==> src/rtl/jpeg_block_sequencer_if.sv <==
// rtl/jpeg_block_sequencer_if.sv - block handshake and datapath control bundle for the JPEG sequencer
interface jpeg_block_sequencer_if;
   logic        in_valid;
   logic        in_ready;
   logic        abort;
   logic        huff_done;
   logic        input_enable;
   logic        dct_enable;
   logic        dct_input_enable;
   logic [7:0]  matrix_row;
   logic        zigzag_input_enable;
   logic        Huffman_start;
   logic        block_done;
   logic        timeout_err;
   logic [15:0] block_count;

   // slave is the sequencer; master is the encoder top / block source
   modport slave (
      input  in_valid, abort, huff_done,
      output in_ready, input_enable, dct_enable, dct_input_enable, matrix_row,
             zigzag_input_enable, Huffman_start, block_done, timeout_err, block_count
   );

   modport master (
      output in_valid, abort, huff_done,
      input  in_ready, input_enable, dct_enable, dct_input_enable, matrix_row,
             zigzag_input_enable, Huffman_start, block_done, timeout_err, block_count
   );
endinterface

==> src/rtl/jpeg_block_sequencer.sv <==
// rtl/jpeg_block_sequencer.sv - one-block-at-a-time control sequencer for the 8x8 JPEG encoder datapath
module jpeg_block_sequencer #(
   parameter int unsigned DCT_LATENCY   = 4,
   parameter int unsigned QUANT_LATENCY = 1,
   parameter int unsigned HUFF_TIMEOUT  = 255
) (
   input  logic                  clock,
   input  logic                  reset_n,
   jpeg_block_sequencer_if.slave bus
);

   typedef enum logic [2:0] {
      IDLE, DCT, DWAIT, CAPT, QUANT, HSTART, HWAIT, DONE
   } state_t;

   localparam logic [15:0] DWAIT_LAST = 16'(DCT_LATENCY - 1);
   localparam logic [15:0] HWAIT_LAST = 16'(HUFF_TIMEOUT - 1);
   localparam logic [2:0]  SUB_LAST   = 3'(QUANT_LATENCY);

   state_t      state, state_next;
   logic [15:0] wait_cnt;
   logic [2:0]  row;
   logic [2:0]  sub;
   logic        timeout_err;
   logic [15:0] block_count;

   logic row_last_cycle;
   logic hwait_expired;

   assign row_last_cycle = (sub == SUB_LAST);
   assign hwait_expired  = (wait_cnt == HWAIT_LAST);

   always_comb begin
      state_next = state;
      case (state)
         IDLE:    if (bus.in_valid && !bus.abort) state_next = DCT;
         DCT:     state_next = DWAIT;
         DWAIT:   if (wait_cnt == DWAIT_LAST) state_next = CAPT;
         CAPT:    state_next = QUANT;
         QUANT:   if (row_last_cycle && row == 3'd7) state_next = HSTART;
         HSTART:  state_next = HWAIT;
         HWAIT:   if (bus.huff_done || hwait_expired) state_next = DONE;
         DONE:    state_next = IDLE;
         default: state_next = IDLE;
      endcase
      if (bus.abort && state != IDLE) state_next = IDLE;
   end

   always_ff @(posedge clock or negedge reset_n) begin
      if (!reset_n) begin
         state       <= IDLE;
         wait_cnt    <= '0;
         row         <= '0;
         sub         <= '0;
         timeout_err <= 1'b0;
         block_count <= '0;
      end else begin
         state <= state_next;

         // One counter serves both the DCT wait and the Huffman timeout; it restarts on every entry
         if ((state == DWAIT || state == HWAIT) && state_next == state)
            wait_cnt <= wait_cnt + 16'd1;
         else
            wait_cnt <= '0;

         if (state == QUANT && state_next == QUANT) begin
            if (row_last_cycle) begin
               sub <= '0;
               row <= row + 3'd1;
            end else begin
               sub <= sub + 3'd1;
            end
         end else begin
            sub <= '0;
            row <= '0;
         end

         if (state == HWAIT && !bus.abort && !bus.huff_done && hwait_expired)
            timeout_err <= 1'b1;

         if (state == DONE && !bus.abort)
            block_count <= block_count + 16'd1;
      end
   end

   assign bus.in_ready            = (state == IDLE);
   assign bus.input_enable        = bus.in_valid && !bus.abort && (state == IDLE);
   assign bus.dct_enable          = (state == DCT);
   assign bus.dct_input_enable    = (state == CAPT);
   assign bus.matrix_row          = (state == QUANT) ? {5'd0, row} : 8'd0;
   assign bus.zigzag_input_enable = (state == QUANT) && row_last_cycle;
   assign bus.Huffman_start       = (state == HSTART);
   assign bus.block_done          = (state == DONE);
   assign bus.timeout_err         = timeout_err;
   assign bus.block_count         = block_count;

endmodule

==> src/flat_wrapper.sv <==
// flat-port wrapper written by rule: the top's interface ports become plain ports
module jpeg_block_sequencer_flat 
#(
   parameter int unsigned DCT_LATENCY   = 4,
   parameter int unsigned QUANT_LATENCY = 1,
   parameter int unsigned HUFF_TIMEOUT  = 255
)
  (clock, reset_n, bus_in_valid, bus_abort, bus_huff_done, bus_in_ready, bus_input_enable, bus_dct_enable, bus_dct_input_enable, bus_matrix_row, bus_zigzag_input_enable, bus_Huffman_start, bus_block_done, bus_timeout_err, bus_block_count);
  jpeg_block_sequencer_if bus_i ();
  input  logic clock;
  input  logic reset_n;
  input wire logic [$bits(bus_i.in_valid)-1:0] bus_in_valid;
  input wire logic [$bits(bus_i.abort)-1:0] bus_abort;
  input wire logic [$bits(bus_i.huff_done)-1:0] bus_huff_done;
  output wire logic [$bits(bus_i.in_ready)-1:0] bus_in_ready;
  output wire logic [$bits(bus_i.input_enable)-1:0] bus_input_enable;
  output wire logic [$bits(bus_i.dct_enable)-1:0] bus_dct_enable;
  output wire logic [$bits(bus_i.dct_input_enable)-1:0] bus_dct_input_enable;
  output wire logic [$bits(bus_i.matrix_row)-1:0] bus_matrix_row;
  output wire logic [$bits(bus_i.zigzag_input_enable)-1:0] bus_zigzag_input_enable;
  output wire logic [$bits(bus_i.Huffman_start)-1:0] bus_Huffman_start;
  output wire logic [$bits(bus_i.block_done)-1:0] bus_block_done;
  output wire logic [$bits(bus_i.timeout_err)-1:0] bus_timeout_err;
  output wire logic [$bits(bus_i.block_count)-1:0] bus_block_count;
  assign bus_i.in_valid = bus_in_valid;
  assign bus_i.abort = bus_abort;
  assign bus_i.huff_done = bus_huff_done;
  assign bus_in_ready = bus_i.in_ready;
  assign bus_input_enable = bus_i.input_enable;
  assign bus_dct_enable = bus_i.dct_enable;
  assign bus_dct_input_enable = bus_i.dct_input_enable;
  assign bus_matrix_row = bus_i.matrix_row;
  assign bus_zigzag_input_enable = bus_i.zigzag_input_enable;
  assign bus_Huffman_start = bus_i.Huffman_start;
  assign bus_block_done = bus_i.block_done;
  assign bus_timeout_err = bus_i.timeout_err;
  assign bus_block_count = bus_i.block_count;
  jpeg_block_sequencer #(.DCT_LATENCY(DCT_LATENCY), .QUANT_LATENCY(QUANT_LATENCY), .HUFF_TIMEOUT(HUFF_TIMEOUT)) u_core (.clock(clock), .reset_n(reset_n), .bus(bus_i));
endmodule
==> config.mk <==
export PLATFORM = sky130hd
export DESIGN_NAME = jpeg_block_sequencer_flat
export DESIGN_NICKNAME = d
export VERILOG_FILES = /design/src/rtl/jpeg_block_sequencer_if.sv /design/src/rtl/jpeg_block_sequencer.sv /design/src/flat_wrapper.sv
export SDC_FILE = /design/constraint.sdc
export NUM_CORES = 1
export LEC_CHECK = 0
export ABC_AREA = 1
export CAP_MARGIN = 20
export CELL_PAD_IN_SITES_DETAIL_PLACEMENT = 1
export CELL_PAD_IN_SITES_GLOBAL_PLACEMENT = 1
export CORE_AREA = 2 2 89 82
export CTS_BUF_LIST = sky130_fd_sc_hd__clkbuf_2
export DETAILED_ROUTE_END_ITERATION = 10
export DIE_AREA = 0 0 91 84
export MAX_ROUTING_LAYER = met4
export PLACE_DENSITY = 0.83
export SYNTH_ARGS = -nofsm -noshare
export SYNTH_HDL_FRONTEND = slang
export SYNTH_SLANG_ARGS = --single-unit
==> constraint.sdc <==
create_clock -name clock -period 1.3 [get_ports clock]
set_input_delay 0.195 -clock clock [delete_from_list [all_inputs] [get_ports clock]]
set_output_delay 0.195 -clock clock [all_outputs]
set_load 0.005 [all_outputs]
# --- After elaboration in Yosys (flattened, before gate mapping) ---
# Cells that the tools add are included.
word_totals:
  regBits: 42
  inputBits: 5
  out_inout_bits: 32
  wordCells: 53
classes:
  add_sub_neg: 4
  n_eq_ne: 14
  muxes: 12
  reduce_logical: 17
op_table:
  columns: ["operator", "count"]
  rows:
  - ["16-bit by 1-bit adder with 16-bit output, second input constant", 2]
  - ["3-bit 2-to-1 mux", 10]
  - ["3-bit one-hot mux with 8 select lines", 1]
  - ["3-bit == test, second input constant", 6]
  - ["16-bit by 2-bit == test with 1-bit output, second input constant", 1]
  - ["16-bit by 8-bit == test with 1-bit output, second input constant", 1]
  - ["16-bit 2-to-1 mux", 1]
  - ["1-bit logical AND", 11]
  - ["3-bit by 1-bit adder with 3-bit output, second input constant", 2]
  - ["3-bit by 1-bit == test with 1-bit output, second input constant", 2]
  - ["3-bit by 2-bit == test with 1-bit output, second input constant", 2]
  - ["3-bit == test", 1]
  - ["3-bit zero test", 1]
  - ["3-bit nonzero test", 1]
  - ["1-bit zero test", 2]
  - ["1-bit logical OR", 2]
  - ["2-bit by 1-bit inequality test with 1-bit output, second input constant", 1]

# --- Logic depth before layout (Yosys ltp) ---
depth:
  ltp_word: 8
  depth_mapped: 10
  ltp_nobuf: 10

# --- Least setup slack after synthesis ---
# Ideal clock, no wire load.
synth_path:
  kind: "register -> register"
  from: "reg u_core.row[0]"
  to: "reg u_core.wait_cnt[5]"
  setup_ns: 0.071
  t_arrival_ns: 1.372
  required_ns: 1.229
  slack_ns: -0.144
  stages_incl_launch_ff: 9
  path_buffers: 1
  period_less_slack_ns: 1.444
  cell_sequence: "dfrtp_1 ha_1 ha_1 inv_1 nor3_2 a21oi_4 nand4_4 buf_4 nor2_1"
synth_via:
  elab_chain_cells: 8
synth_rtl:
  columns: ["element", "line", "text"]
  rows:
  - ["from (decl)", "jpeg_block_sequencer.sv:22", "logic [2:0] row;"]
  - ["from (signal assigned)", "jpeg_block_sequencer.sv:69", "row <= row + 3'd1;"]
  - ["3-bit == test", "jpeg_block_sequencer.sv:40", "QUANT: if (row_last_cycle && row == 3'd7) state_next = HSTART;"]
  - ["1-bit logical AND", "jpeg_block_sequencer.sv:40", null]
  - ["3-bit 2-to-1 mux", "jpeg_block_sequencer.sv:40", null]
  - ["3-bit one-hot mux with 8 select lines", "jpeg_block_sequencer.sv:35", "case (state)"]
  - ["3-bit 2-to-1 mux", "jpeg_block_sequencer.sv:46", "if (bus.abort && state != IDLE) state_next = IDLE;"]
  - ["3-bit == test", "jpeg_block_sequencer.sv:61", "if ((state == DWAIT || state == HWAIT) && state_next == state)"]
  - ["1-bit logical AND", "jpeg_block_sequencer.sv:61", null]
  - ["16-bit 2-to-1 mux", "jpeg_block_sequencer.sv:61", null]
  - ["to (signal assigned)", "jpeg_block_sequencer.sv:62", "wait_cnt <= wait_cnt + 16'd1;"]
  - ["to (decl)", "jpeg_block_sequencer.sv:21", "logic [15:0] wait_cnt;"]
# No other way between the ends.
# A chain may end at the register's enable or synchronous reset.

# --- Worst setup path after layout ---
layout_path:
  from: "reg u_core.state[0]"
  to: "out bus_matrix_row[2]"
layout_via:
  elab_chain_cells: 2
layout_rtl:
  columns: ["element", "line", "text"]
  rows:
  - ["from (decl)", "jpeg_block_sequencer.sv:20", "state_t state, state_next;"]
  - ["from (signal assigned)", "jpeg_block_sequencer.sv:58", "state <= state_next;"]
  - ["3-bit == test", "jpeg_block_sequencer.sv:90", "assign bus.matrix_row = (state == QUANT) ? {5'd0, row} : 8'd0;"]
  - ["3-bit 2-to-1 mux", "jpeg_block_sequencer.sv:90", null]
  - ["to (decl)", "flat_wrapper.sv:19", "output wire logic [$bits(bus_i.matrix_row)-1:0] bus_matrix_row;"]
# No other way between the ends.

==> results.toml <==
[cells_and_area]
synthToLayoutAreaGrowth_pct = 67.31
finalNonFillerCells = 527
layout-drive-gt1-share = 0.5023
final_net_count = 443
post-route-util = 0.5913
diodes = 0

[timing]
setup_viol = 55
hold_viol_final = 0
setup_ws_ps = -516.6
fin_skew_ps = 26.45
grt_setup_unrepaired = "yes"
min_period_over_period = 1.397
min_period_ps = 1817
clock.fmax_mhz = 550.5
maxSlewViolCount = 0

[worst_setup_path]
required_ps = 1110
critPathKind = "flip-flop to output pin"
cp-start-kind = "flip-flop"
worst_setup_path_end_kind = "output pin"
r2r_slack_ps = -510
reg2reg_depth = 9
path_max_fanout = 3
r2r-end = "u_core.sub[2]$_DFF_PN0_"
worstPathArrival_ps = 1620
rr_startpoint = "u_core.state[0]$_DFF_PN0_"

[placed_design]
io_buffers = 31
dp_hpwl_um = 4902
gp_congestion = 0.7956
post-place-cells = 475

[global_route]
grt_max_degree = 43
grt_antenna_before_repair = 0
grt_overflow = 0
grt_usage = 0.2752
grt_pass1_wl_um = 15930
grt_pass1_vias = 3003

[run_status]
violations = "negative setup slack"
status = "finished, violations left"

[min_path]
hp-class = "primary input to asynchronous set/reset pin"

[yosys]
post_synth.cell_area_avg_sq_um = 8.037
synth_top_area_share = 0.4359
syn-instance-count = 300
ys_warn_count = 0
yosys-top-cells-area = "dfrtp_1 (44%), nand2_1 (8.9%), nor2_1 (8.9%)"
ys_types = 29
netlist.top_cell.by_area = "dfrtp_1"
yosysSeqAreaShare = 0.4359
synth-seq-cells = 42
netlist_area_sq_um = 2411

[die]
rows = 29
initial_core_util = 0.3534
pin_count = 37
dieArea_sq_um = 7644
dieWidth_um = 91
core-area_sq_um = 6822
fp.dieH_um = 84

[drt]
wirelength_um = 11140
routedWlPerCell_um = 21.14
post-route-drc-count = 0
vias = 2648
detail_route.iter0.violations = 174
viasPerCell = 5.025
drt_pass1_iterations = 4
final_antenna_net_count = 0

[cts]
cts_tree = "built"
htreeDepth = 2
clock_latency_ps = 430
cts_made_buffers = 5
clk_pin_slew_ps = 240
clock-sinks = 42
root_buffer = "clkbuf_2"
clock_path_buffers = 2

[power]
p_leak_nw = 2.000
cellPowerDensity_nw_per_um2 = 567.7
ir_drop_uv = 462.6

[run]
max-cap-violations = 0
[synthesized netlist by cell type]
cell type,instances
o21ai_1,1
o21bai_1,2
ha_1,5
nor2_2,2
xnor2_1,8
nand4_4,1
nor2_4,1
xor2_1,14
nand4_1,6
nor3_4,2
nor2_8,1
nor2_1,57
buf_4,7
a21oi_4,1
o21ai_0,9
nand3_1,16
nand2_1,57
conb_1,1
nand2_2,3
inv_2,1
nand3b_1,1
nor3_2,1
nand2_4,2
inv_6,1
nand3_4,1
nor3_1,15
inv_1,41
and3_1,1
dfrtp_1,42
[state kept, by name, indices dropped and copies added, names as in the netlist]
register	cells
u_core.row	3
u_core.sub	3
u_core.bus.timeout_err	1
u_core.wait_cnt	16
u_core.bus.block_count	16
u_core.state	3
[per-stage QoR]
step	cell area, sq um	hold slack, ps	TNS, ps	setup slack (ps)	total power, mW
floorplan	2445	-100.6	-977.5	-89.42	1.435
global placement	3228	189.1	-8529	-220.4	1.547
detailed placement	3228	188.3	-11800	-350.5	1.556
CTS	3781	236.6	-12700	-434.5	2.227
global route	4034	239.0	-22790	-589.5	2.386
finish	4034	223.0	-19820	-516.6	2.290
[cell usage in the layout, fill, tap and decap left out, types with 4 or more instances in the layout]
master	synthesis	routed
buf_2	0	9
buf_4	7	64
buf_6	0	37
clkbuf_2	0	16
conb_1	1	5
dfrtp_1	42	39
inv_1	41	38
nand2_1	57	44
nand2_2	3	10
nand2_4	2	6
nand3_1	16	11
nand3_2	0	4
nand4_1	6	6
nor2_1	57	33
nor2_2	2	19
nor2_4	1	8
nor3_1	15	9
nor3_4	2	7
o21ai_0	9	6
o21ai_2	0	4
xnor2_1	8	5
xor2_1	14	12
[worst max path at each step]
stage,from,cells past startpoint,endpoint
2_1_floorplan,u_core.wait_cnt[0]$_DFF_PN0_,9,u_core.wait_cnt[5]$_DFF_PN0_
3_3_place_gp,u_core.wait_cnt[0]$_DFF_PN0_,9,u_core.row[0]$_DFFE_PN0P_
3_5_place_dp,bus_abort,9,u_core.bus.block_count[11]$_DFFE_PN0P_
4_1_cts,u_core.state[1]$_DFF_PN0_,5,bus_input_enable
5_1_grt,u_core.state[0]$_DFF_PN0_,5,bus_matrix_row[2]
6_report,u_core.state[0]$_DFF_PN0_,5,bus_matrix_row[2]
[final cells by class]
cell class | instances | area (sq um)
fillers | 807 | 2788
multi-input cells | 212 | 1538
repair buffers | 129 | 1112
flip-flops and latches | 42 | 1055
inverters | 43 | 173.9
well taps | 93 | 116.4
clock buffers | 6 | 30.03
clock inverters | 2 | 8.758
[critical path, stage by stage (launching register included)]
cell and delay (ps):
dfrtp_1 490, nor2_2 190, nand2_2 110, buf_6 130
nor2_1 130, buf_2 140
[repair_timing]
action,in CTS,in global routing
buffers inserted,35,18
setup endpoints to repair,63,66
hold buffers,1,0
resized for setup,162,78
endpoints found under the hold margin,42,0
pin swaps,25,23
cloned,1,0
[metal layers]
layer / track usage / share of wire / wire (um)
met5: - / 0 / 0
met4: 0.1185 / 0.048 / 535
met3: 0.04607 / 0.036 / 402
met2: 0.4700 / 0.52 / 5809
met1: 0.3200 / 0.39 / 4393
[power breakdown]
| group | switching, mW | total (mW) | internal [mW] |
|---|---|---|---|
| registers | 0.0170 | 1.34 | 1.32 |
| logic | 0.184 | 0.347 | 0.164 |
| clock network | 0.469 | 0.601 | 0.132 |
[logic make-up after synthesis]
group | after synthesis | synth area share
adder cells (fa/ha/maj) | 5 | 0.02595
XOR/XNOR | 22 | 0.07992
buffers and inverters | 50 | 0.09081
flip-flops | 42 | 0.4359
AND/OR/NAND/NOR | 167 | 0.3321
AO/OA/AOI/OAI | 13 | 0.03373
other | 1 | 0.001555
(Power assumes the default switching activity.)
